===== config.mk =====
export PLATFORM = sky130hd
export DESIGN_NAME = spi_target_wb
export DESIGN_NICKNAME = d
export VERILOG_FILES = /design/src/rtl/spi_target_wb.sv
export SDC_FILE = /design/constraint.sdc
export NUM_CORES = 1
export LEC_CHECK = 0
export ABC_AREA = 1
export CAP_MARGIN = 20
export CORE_UTILIZATION = 53
export CTS_CLUSTER_SIZE = 14
export DETAILED_ROUTE_END_ITERATION = 10
export PLACE_DENSITY = 0.79
export SLEW_MARGIN = 40
export SYNTH_ARGS = -nofsm -noshare
export SYNTH_HDL_FRONTEND = slang
export SYNTH_SLANG_ARGS = --single-unit

===== constraint.sdc =====
create_clock -name clk_i -period 3.2 [get_ports clk_i]
set_clock_uncertainty 0.05 [all_clocks]
set_input_delay 0.64 -clock clk_i [delete_from_list [all_inputs] [get_ports clk_i]]
set_output_delay 0.64 -clock clk_i [all_outputs]
set_load 0.1 [all_outputs]

===== src/rtl/spi_target_wb.sv =====
// spi_target_wb: Wishbone-attached SPI target, mode 0, MSB first, 8-bit words.
// MOSI bytes land in an RX FIFO; MISO bytes come from a TX FIFO. The SPI pins
// are oversampled by clk_i through synchronizer chains; all logic is on clk_i.
module spi_target_wb #(
    parameter int FIFO_DEPTH  = 4,
    parameter int SYNC_STAGES = 2
) (
    input  logic        clk_i,
    input  logic        rst_i,
    input  logic [31:0] adr_i,
    input  logic [31:0] dat_i,
    output logic [31:0] dat_o,
    input  logic [3:0]  sel_i,
    input  logic        cyc_i,
    input  logic        stb_i,
    input  logic        we_i,
    output logic        ack_o,
    output logic        IRQ,
    input  logic        sclk,
    input  logic        csb,
    input  logic        mosi,
    output logic        miso,
    output logic        miso_oe
);
    localparam int PW = $clog2(FIFO_DEPTH);
    localparam int CW = PW + 1;
    localparam logic [CW-1:0] FULL = CW'(FIFO_DEPTH);

    typedef enum logic {IDLE, SHIFT} state_t;

    // Synchronizers; sclk/csb carry one extra flop for edge detection.
    logic [SYNC_STAGES:0]   sclk_pipe_q, sclk_pipe_d, csb_pipe_q, csb_pipe_d;
    logic [SYNC_STAGES-1:0] mosi_pipe_q, mosi_pipe_d;

    logic        ack_q, ack_d, irq_q, irq_d, miso_q, miso_d;
    logic [31:0] dat_q, dat_d;
    logic [2:0]  ctrl_q, ctrl_d;     // {end_ie, rx_ie, enable}
    logic [2:0]  sticky_q, sticky_d; // {frame_end, tx_unf, rx_ovf}
    state_t      state_q, state_d;
    logic [2:0]  bitcnt_q, bitcnt_d;
    logic        pend_q, pend_d;
    logic [7:0]  rx_shift_q, rx_shift_d, tx_shift_q, tx_shift_d;

    logic [FIFO_DEPTH-1:0][7:0] rx_mem_q, rx_mem_d, tx_mem_q, tx_mem_d;
    logic [PW-1:0] rx_wptr_q, rx_wptr_d, rx_rptr_q, rx_rptr_d;
    logic [PW-1:0] tx_wptr_q, tx_wptr_d, tx_rptr_q, tx_rptr_d;
    logic [CW-1:0] rx_cnt_q, rx_cnt_d, tx_cnt_q, tx_cnt_d;

    logic sclk_s, sclk_p, csb_s, csb_p, mosi_s;
    logic sclk_rise, sclk_fall, csb_rise, csb_fall, en;
    logic wb_req, rx_pop, tx_push, tx_accept, rx_push, rx_push_req;
    logic tx_load, tx_pop, set_end, set_unf, set_ovf;
    logic [2:0] w1c;
    logic [7:0] status, rx_byte;
    logic unused;

    assign unused = ^{sel_i, adr_i[31:4], adr_i[1:0], dat_i[31:8]};

    assign sclk_pipe_d = {sclk_pipe_q[SYNC_STAGES-1:0], sclk};
    assign csb_pipe_d  = {csb_pipe_q[SYNC_STAGES-1:0], csb};
    assign mosi_pipe_d = {mosi_pipe_q[SYNC_STAGES-2:0], mosi};

    assign sclk_s    = sclk_pipe_q[SYNC_STAGES-1];
    assign sclk_p    = sclk_pipe_q[SYNC_STAGES];
    assign csb_s     = csb_pipe_q[SYNC_STAGES-1];
    assign csb_p     = csb_pipe_q[SYNC_STAGES];
    assign mosi_s    = mosi_pipe_q[SYNC_STAGES-1];
    assign sclk_rise = sclk_s & ~sclk_p;
    assign sclk_fall = ~sclk_s & sclk_p;
    assign csb_rise  = csb_s & ~csb_p;
    assign csb_fall  = ~csb_s & csb_p;
    assign en        = ctrl_q[0];
    assign rx_byte   = {rx_shift_q[6:0], mosi_s};

    assign ack_o   = ack_q;
    assign dat_o   = dat_q;
    assign IRQ     = irq_q;
    assign miso_oe = en & ~csb_s;
    assign miso    = miso_oe & miso_q;

    // Wishbone register decode: one ack per strobe, side effects on the ack cycle.
    always_comb begin
        wb_req  = cyc_i & stb_i & ~ack_q;
        ack_d   = wb_req;
        dat_d   = '0;
        ctrl_d  = ctrl_q;
        rx_pop  = 1'b0;
        tx_push = 1'b0;
        w1c     = '0;
        status  = {sticky_q, en & ~csb_s, tx_cnt_q == FULL, tx_cnt_q == '0,
                   rx_cnt_q == FULL, rx_cnt_q == '0};
        if (wb_req) begin
            if (we_i) begin
                case (adr_i[3:2])
                    2'd1:    tx_push = 1'b1;
                    2'd2:    w1c = dat_i[7:5];
                    2'd3:    ctrl_d = dat_i[2:0];
                    default: ;
                endcase
            end else begin
                case (adr_i[3:2])
                    2'd0: if (rx_cnt_q != '0) begin
                        dat_d  = {24'd0, rx_mem_q[rx_rptr_q]};
                        rx_pop = 1'b1;
                    end
                    2'd2:    dat_d = {24'd0, status};
                    2'd3:    dat_d = {29'd0, ctrl_q};
                    default: ;
                endcase
            end
        end
    end

    // SPI engine: frame tracking, bit counting and the two shifters.
    always_comb begin
        state_d     = state_q;
        bitcnt_d    = bitcnt_q;
        pend_d      = pend_q;
        rx_shift_d  = rx_shift_q;
        tx_shift_d  = tx_shift_q;
        tx_load     = 1'b0;
        tx_pop      = 1'b0;
        rx_push_req = 1'b0;
        set_end     = 1'b0;
        set_unf     = 1'b0;
        case (state_q)
            IDLE: if (csb_fall && en) begin
                state_d  = SHIFT;
                bitcnt_d = '0;
                pend_d   = 1'b0;
                tx_load  = 1'b1;
            end
            SHIFT: if (csb_rise || !en) begin
                // Partial bytes are simply dropped with the counter.
                state_d  = IDLE;
                bitcnt_d = '0;
                pend_d   = 1'b0;
                set_end  = csb_rise;
            end else if (sclk_rise) begin
                rx_shift_d = rx_byte;
                bitcnt_d   = bitcnt_q + 3'd1;
                if (bitcnt_q == 3'd7) begin
                    rx_push_req = 1'b1;
                    pend_d      = 1'b1;
                end
            end else if (sclk_fall) begin
                if (pend_q) begin
                    tx_load = 1'b1;
                    pend_d  = 1'b0;
                end else begin
                    tx_shift_d = {tx_shift_q[6:0], 1'b0};
                end
            end
        endcase
        if (tx_load) begin
            if (tx_cnt_q != '0) begin
                tx_shift_d = tx_mem_q[tx_rptr_q];
                tx_pop     = 1'b1;
            end else begin
                tx_shift_d = 8'h00;
                set_unf    = 1'b1;
            end
        end
        miso_d = (state_q == SHIFT) ? tx_shift_q[7] : 1'b0;
    end

    // FIFO bookkeeping, sticky flags and interrupt level.
    always_comb begin
        rx_push = 1'b0;
        set_ovf = 1'b0;
        if (rx_push_req) begin
            // A pop in the same cycle frees the slot for the push.
            if (rx_cnt_q != FULL || rx_pop) rx_push = 1'b1;
            else                            set_ovf = 1'b1;
        end
        tx_accept = tx_push && (tx_cnt_q != FULL || tx_pop);

        rx_mem_d = rx_mem_q;
        if (rx_push) rx_mem_d[rx_wptr_q] = rx_byte;
        rx_wptr_d = rx_wptr_q + PW'(rx_push);
        rx_rptr_d = rx_rptr_q + PW'(rx_pop);
        rx_cnt_d  = rx_cnt_q + CW'(rx_push) - CW'(rx_pop);

        tx_mem_d = tx_mem_q;
        if (tx_accept) tx_mem_d[tx_wptr_q] = dat_i[7:0];
        tx_wptr_d = tx_wptr_q + PW'(tx_accept);
        tx_rptr_d = tx_rptr_q + PW'(tx_pop);
        tx_cnt_d  = tx_cnt_q + CW'(tx_accept) - CW'(tx_pop);

        // Set events win over a same-cycle clear.
        sticky_d = (sticky_q & ~w1c) | {set_end, set_unf, set_ovf};
        irq_d    = (ctrl_q[1] & (rx_cnt_q != '0)) | (ctrl_q[2] & sticky_q[2]);
    end

    // State registers with synchronous reset.
    always_ff @(posedge clk_i) begin
        if (rst_i) begin
            sclk_pipe_q <= '0;
            csb_pipe_q  <= '1;
            mosi_pipe_q <= '0;
            ack_q       <= 1'b0;
            dat_q       <= '0;
            irq_q       <= 1'b0;
            miso_q      <= 1'b0;
            ctrl_q      <= '0;
            sticky_q    <= '0;
            state_q     <= IDLE;
            bitcnt_q    <= '0;
            pend_q      <= 1'b0;
            rx_shift_q  <= '0;
            tx_shift_q  <= '0;
            rx_mem_q    <= '0;
            tx_mem_q    <= '0;
            rx_wptr_q   <= '0;
            rx_rptr_q   <= '0;
            rx_cnt_q    <= '0;
            tx_wptr_q   <= '0;
            tx_rptr_q   <= '0;
            tx_cnt_q    <= '0;
        end else begin
            sclk_pipe_q <= sclk_pipe_d;
            csb_pipe_q  <= csb_pipe_d;
            mosi_pipe_q <= mosi_pipe_d;
            ack_q       <= ack_d;
            dat_q       <= dat_d;
            irq_q       <= irq_d;
            miso_q      <= miso_d;
            ctrl_q      <= ctrl_d;
            sticky_q    <= sticky_d;
            state_q     <= state_d;
            bitcnt_q    <= bitcnt_d;
            pend_q      <= pend_d;
            rx_shift_q  <= rx_shift_d;
            tx_shift_q  <= tx_shift_d;
            rx_mem_q    <= rx_mem_d;
            tx_mem_q    <= tx_mem_d;
            rx_wptr_q   <= rx_wptr_d;
            rx_rptr_q   <= rx_rptr_d;
            rx_cnt_q    <= rx_cnt_d;
            tx_wptr_q   <= tx_wptr_d;
            tx_rptr_q   <= tx_rptr_d;
            tx_cnt_q    <= tx_cnt_d;
        end
    end
endmodule


==> summary.txt <==
Worst hold path
  • Hold EP: sclk_pipe_q[1]
  • Worst Hold Launch: sclk_pipe_q[0]
  • Worst hold path depth: 2
  • Hold WC Path Type: reg -> reg

CTS
  • Max clock buf depth: 2
  • Number of hold buffers added after CTS: 0
  • Clock sinks: 123
  • Clk_lat worst skew: 420 ps
  • CTS tree: yes
  • Postcts setup bufs: 0
  • Reg clk slew, reported paths: 60 ps
  • H-tree levels: 4
  • Post-cts gate resize count: 0
  • Cts bufs inserted: 17
  • Root Driver: clkbuf_16

Global routing
  • Largest net degree at the start of global routing: 85
  • Number of global-route vias before repair: 4658
  • First-pass GRT wire length: 21100 microns
  • Initial antenna violation count: 0
  • GRT Total Usage: 23.3%
  • GRT overflow: 0

Setup path
  • CP required: 3460 ps
  • CP max-delay cell: clkdlybuf4s50_1
  • Delay-heaviest family, CP: adder cells
  • CP arrival: 2950 ps
  • Cell mode on critical path: inv_1
  • R2r startpoint: csb_pipe_q[2]
  • CP startpoint kind: input pin
  • Critical path's largest stage delay: 450 ps
  • Setup CP Type: in -> reg
  • R2r endpoint: rx_cnt_q[2]
  • Reg2Reg Setup Slack: 670 ps
  • Endpoint class of the critical path: flop
  • CP max FO: 5
  • Buf+Inv Stages, Crit Path: 4
  • Worst path cell trace: clkdlybuf4s50_1 -> inv_1 -> nor2_2 -> nand2_1 -> nor2_1 -> nand2_4 -> nand2_8 -> nand2_1 -> ha_1 -> inv_1 -> ha_1 -> inv_1 -> fa_1 -> o21ai_0 -> a21oi_1
  • R2R depth: 12

Synth
  • Post-synth cell types: 38
  • Synthesized instance count: 867
  • Post-synthesis sequential area ratio: 40.6%
  • Synth Cell Area: 6060 sq um
  • Mean post-synth cell area: 6.99 sq um
  • Ys Warns: 0
  • Synth Register Bits: 123

Pwr
  • Power Dens Cells: 533 nW/um^2
  • Pint: 2720 uW
  • P_leak: 0.00343 uW
  • Tot Pwr: 3630 uW
  • Max VDD drop: 0.418 mV
  • Combinational share of power: 6.2%
  • Clock power share: 51.3%
  • Net Sw Frac: 25.1%
  • Flop pwr share: 42.6%
  • Psw: 912 uW

Placed design
  • Cell Area, Placed: 6240 sq um
  • IO Port Bufs: 29
  • Post-DP HPWL: 8100 microns
  • Post-Place Worst Slack: 105 ps
  • GPL Wtd Cong: 0.815

Floorplan
  • Cell Rows: 38
  • Die extent in y: 109 microns
  • Core area: 11000 sq um
  • Initial Util: 55.2%
  • Ports: 112
  • Die X: 109 microns
  • Die ar.: 11900 sq um

STA
  • Fin. max-slew vios: 0
  • Fin. Hold Viols: 0
  • Final worst slack: 506 ps
  • # setup viols final: 0
  • Worst Tran Pin Value: 752 ps
  • Unrepaired setup endpoints after global routing: false
  • Slew margin rel.: 49.7%
  • Final min period: 2690 ps
  • Total negative setup slack: 0 ps
  • Final Cycle Share: 84.2%
  • Maximum clock rate: 371 MHz

Drt
  • Residual DRC: 0
  • Routed vias: 4998
  • Routed Wire Length: 12600 microns
  • First-pass detailed-route iteration total: 4
  • WL/cell: 12.1 microns
  • Post-route ant nets: 0
  • Vias per cell: 4.80
  • Starting DRT DRC Count: 253

Cells and area
  • Final instance area: 6820 sq um
  • ANT cells: 0
  • NumNets Final: 976
  • Area Overhead vs Synth: 12.5%
  • Filler Cell Count: 971
  • Share of layout cells above drive strength 1: 10.2%

Outcome
  • Outcome: complete, no violations

Flow run
  • Max Cap Violations: 0
[synth_stat cells]
cell type | count | share of area, %
a21oi_1 | 56 | 4.6
a21oi_4 | 1 | 0.27
a22oi_1 | 1 | 0.12
a31oi_1 | 2 | 0.21
buf_2 | 5 | 0.41
buf_4 | 24 | 3.0
buf_6 | 13 | 2.4
clkbuf_1 | 13 | 0.81
conb_1 | 1 | 0.062
dfxtp_1 | 123 | 41
fa_1 | 2 | 0.66
ha_1 | 10 | 2.1
inv_1 | 115 | 7.1
inv_2 | 4 | 0.25
nand2_1 | 209 | 13
nand2_2 | 10 | 1.0
nand2_4 | 1 | 0.19
nand2_8 | 1 | 0.33
nand3_1 | 13 | 1.1
nand3_2 | 2 | 0.33
nand3_4 | 10 | 2.9
nand3b_1 | 1 | 0.12
nand4_1 | 1 | 0.10
nor2_1 | 178 | 11
nor2_2 | 3 | 0.31
nor2_4 | 2 | 0.37
nor2_8 | 2 | 0.66
nor3_1 | 3 | 0.25
nor3_4 | 1 | 0.27
nor3b_1 | 1 | 0.12
o211ai_1 | 1 | 0.12
o21ai_0 | 46 | 3.8
o21ai_1 | 1 | 0.082
or2_0 | 1 | 0.10
or2_1 | 1 | 0.10
or2_2 | 3 | 0.31
or2_4 | 1 | 0.14
xnor2_1 | 5 | 0.72
[flip-flops by register name, indices dropped and copies added, names as in the netlist, 2 cells and up]
signal and cells:
bitcnt_q 3, rx_mem_q 32, dat_o 8, sticky_q 3, tx_mem_q 32, sclk_pipe_q 3
mosi_pipe_q 2, ctrl_q 3, tx_cnt_q 3, tx_wptr_q 2, rx_cnt_q 3, rx_rptr_q 2
tx_rptr_q 2, csb_pipe_q 3, rx_shift_q 7, tx_shift_q 8, rx_wptr_q 2
[how the worst max path moves through the flow]
| stage | to | slack, ps | from | cells past startpoint |
|---|---|---|---|---|
| floorplan | tx_cnt_q[2] | 90 | csb_pipe_q[1] | 13 |
| global placement | rx_cnt_q[2] | 160 | stb_i | 15 |
| detailed placement | rx_cnt_q[2] | 100 | stb_i | 15 |
| CTS | rx_cnt_q[2] | 520 | stb_i | 15 |
| global route | rx_cnt_q[2] | 320 | stb_i | 15 |
| finish | rx_cnt_q[2] | 510 | stb_i | 15 |
[stage by stage]
stage | std cells | util [%] | hold WS (ps)
2_1_floorplan | 890 | - | 338
3_3_place_gp | 1009 | 56.8 | 342
3_5_place_dp | 1009 | 56.8 | 343
4_1_cts | 1041 | 62.1 | 354
5_1_grt | 1041 | 62.1 | 372
6_report | 1041 | 62.1 | 351
[cells in the final DEF (no fill, tap or decap), drive strengths merged, types with 4 or more instances in the layout]
| cell type | instances |
|---|---|
| clkdlybuf4s50 | 17 |
| nor2 | 185 |
| o21ai | 47 |
| clkbuf | 18 |
| conb | 24 |
| clkinv | 9 |
| xnor2 | 5 |
| ha | 10 |
| inv | 119 |
| nand2 | 221 |
| nor3 | 4 |
| a21oi | 57 |
| or2 | 6 |
| nand3 | 25 |
| dfxtp | 123 |
| buf | 17 |
[cells by family after synthesis]
logic type      count (synthesis)  synth area share (%)
fa+ha+maj                      12                  2.72
compound gates                108                  9.23
simple gates                  444                  32.7
flops                         123                  40.6
xor+xnor                        5                 0.722
buf+inv                       174                  14.0
other cells                     1                0.0619
[layer usage]
| metal | global-route usage, % | up-vias | routed length (microns) |
|---|---|---|---|
| met5 | 0 | - | 0 |
| met4 | 12.6 | 0 | 331 |
| met3 | 5.38 | 31 | 501 |
| met2 | 39.9 | 92 | 6020 |
| met1 | 26.7 | 2245 | 5750 |
| li1 | - | 2630 | - |
[cell type report]
cell class / count / area [sq um] / area share, %
sequential: 123 / 2460 / 36.1
multi-input combinational: 593 / 2840 / 41.7
timing repair buffer: 34 / 310 / 4.55
tap: 140 / 175 / 2.57
clock inverter: 14 / 150 / 2.20
inverter: 119 / 447 / 6.55
clock buffer: 18 / 429 / 6.29
[power groups by stage]
stage	clock (uW)	sequential [uW]	combinational (uW)
global placement	0	1580	222
CTS	1890	1550	224
global route	1960	1550	235
finish	1860	1550	224
floorplan	0	1580	200
detailed placement	0	1580	223
[worst register-to-register path, stage by stage, from the launching register on]
cell     delay (ps)
dfxtp_1         390
inv_2            70
a21oi_4         190
nand3_4         210
nor2_8          240
nand2_1         130
ha_1            300
inv_1            60
ha_1            140
inv_1            50
fa_1            370
o21ai_0         160
a21oi_1          60
Power figures use the tool's default switching activity.
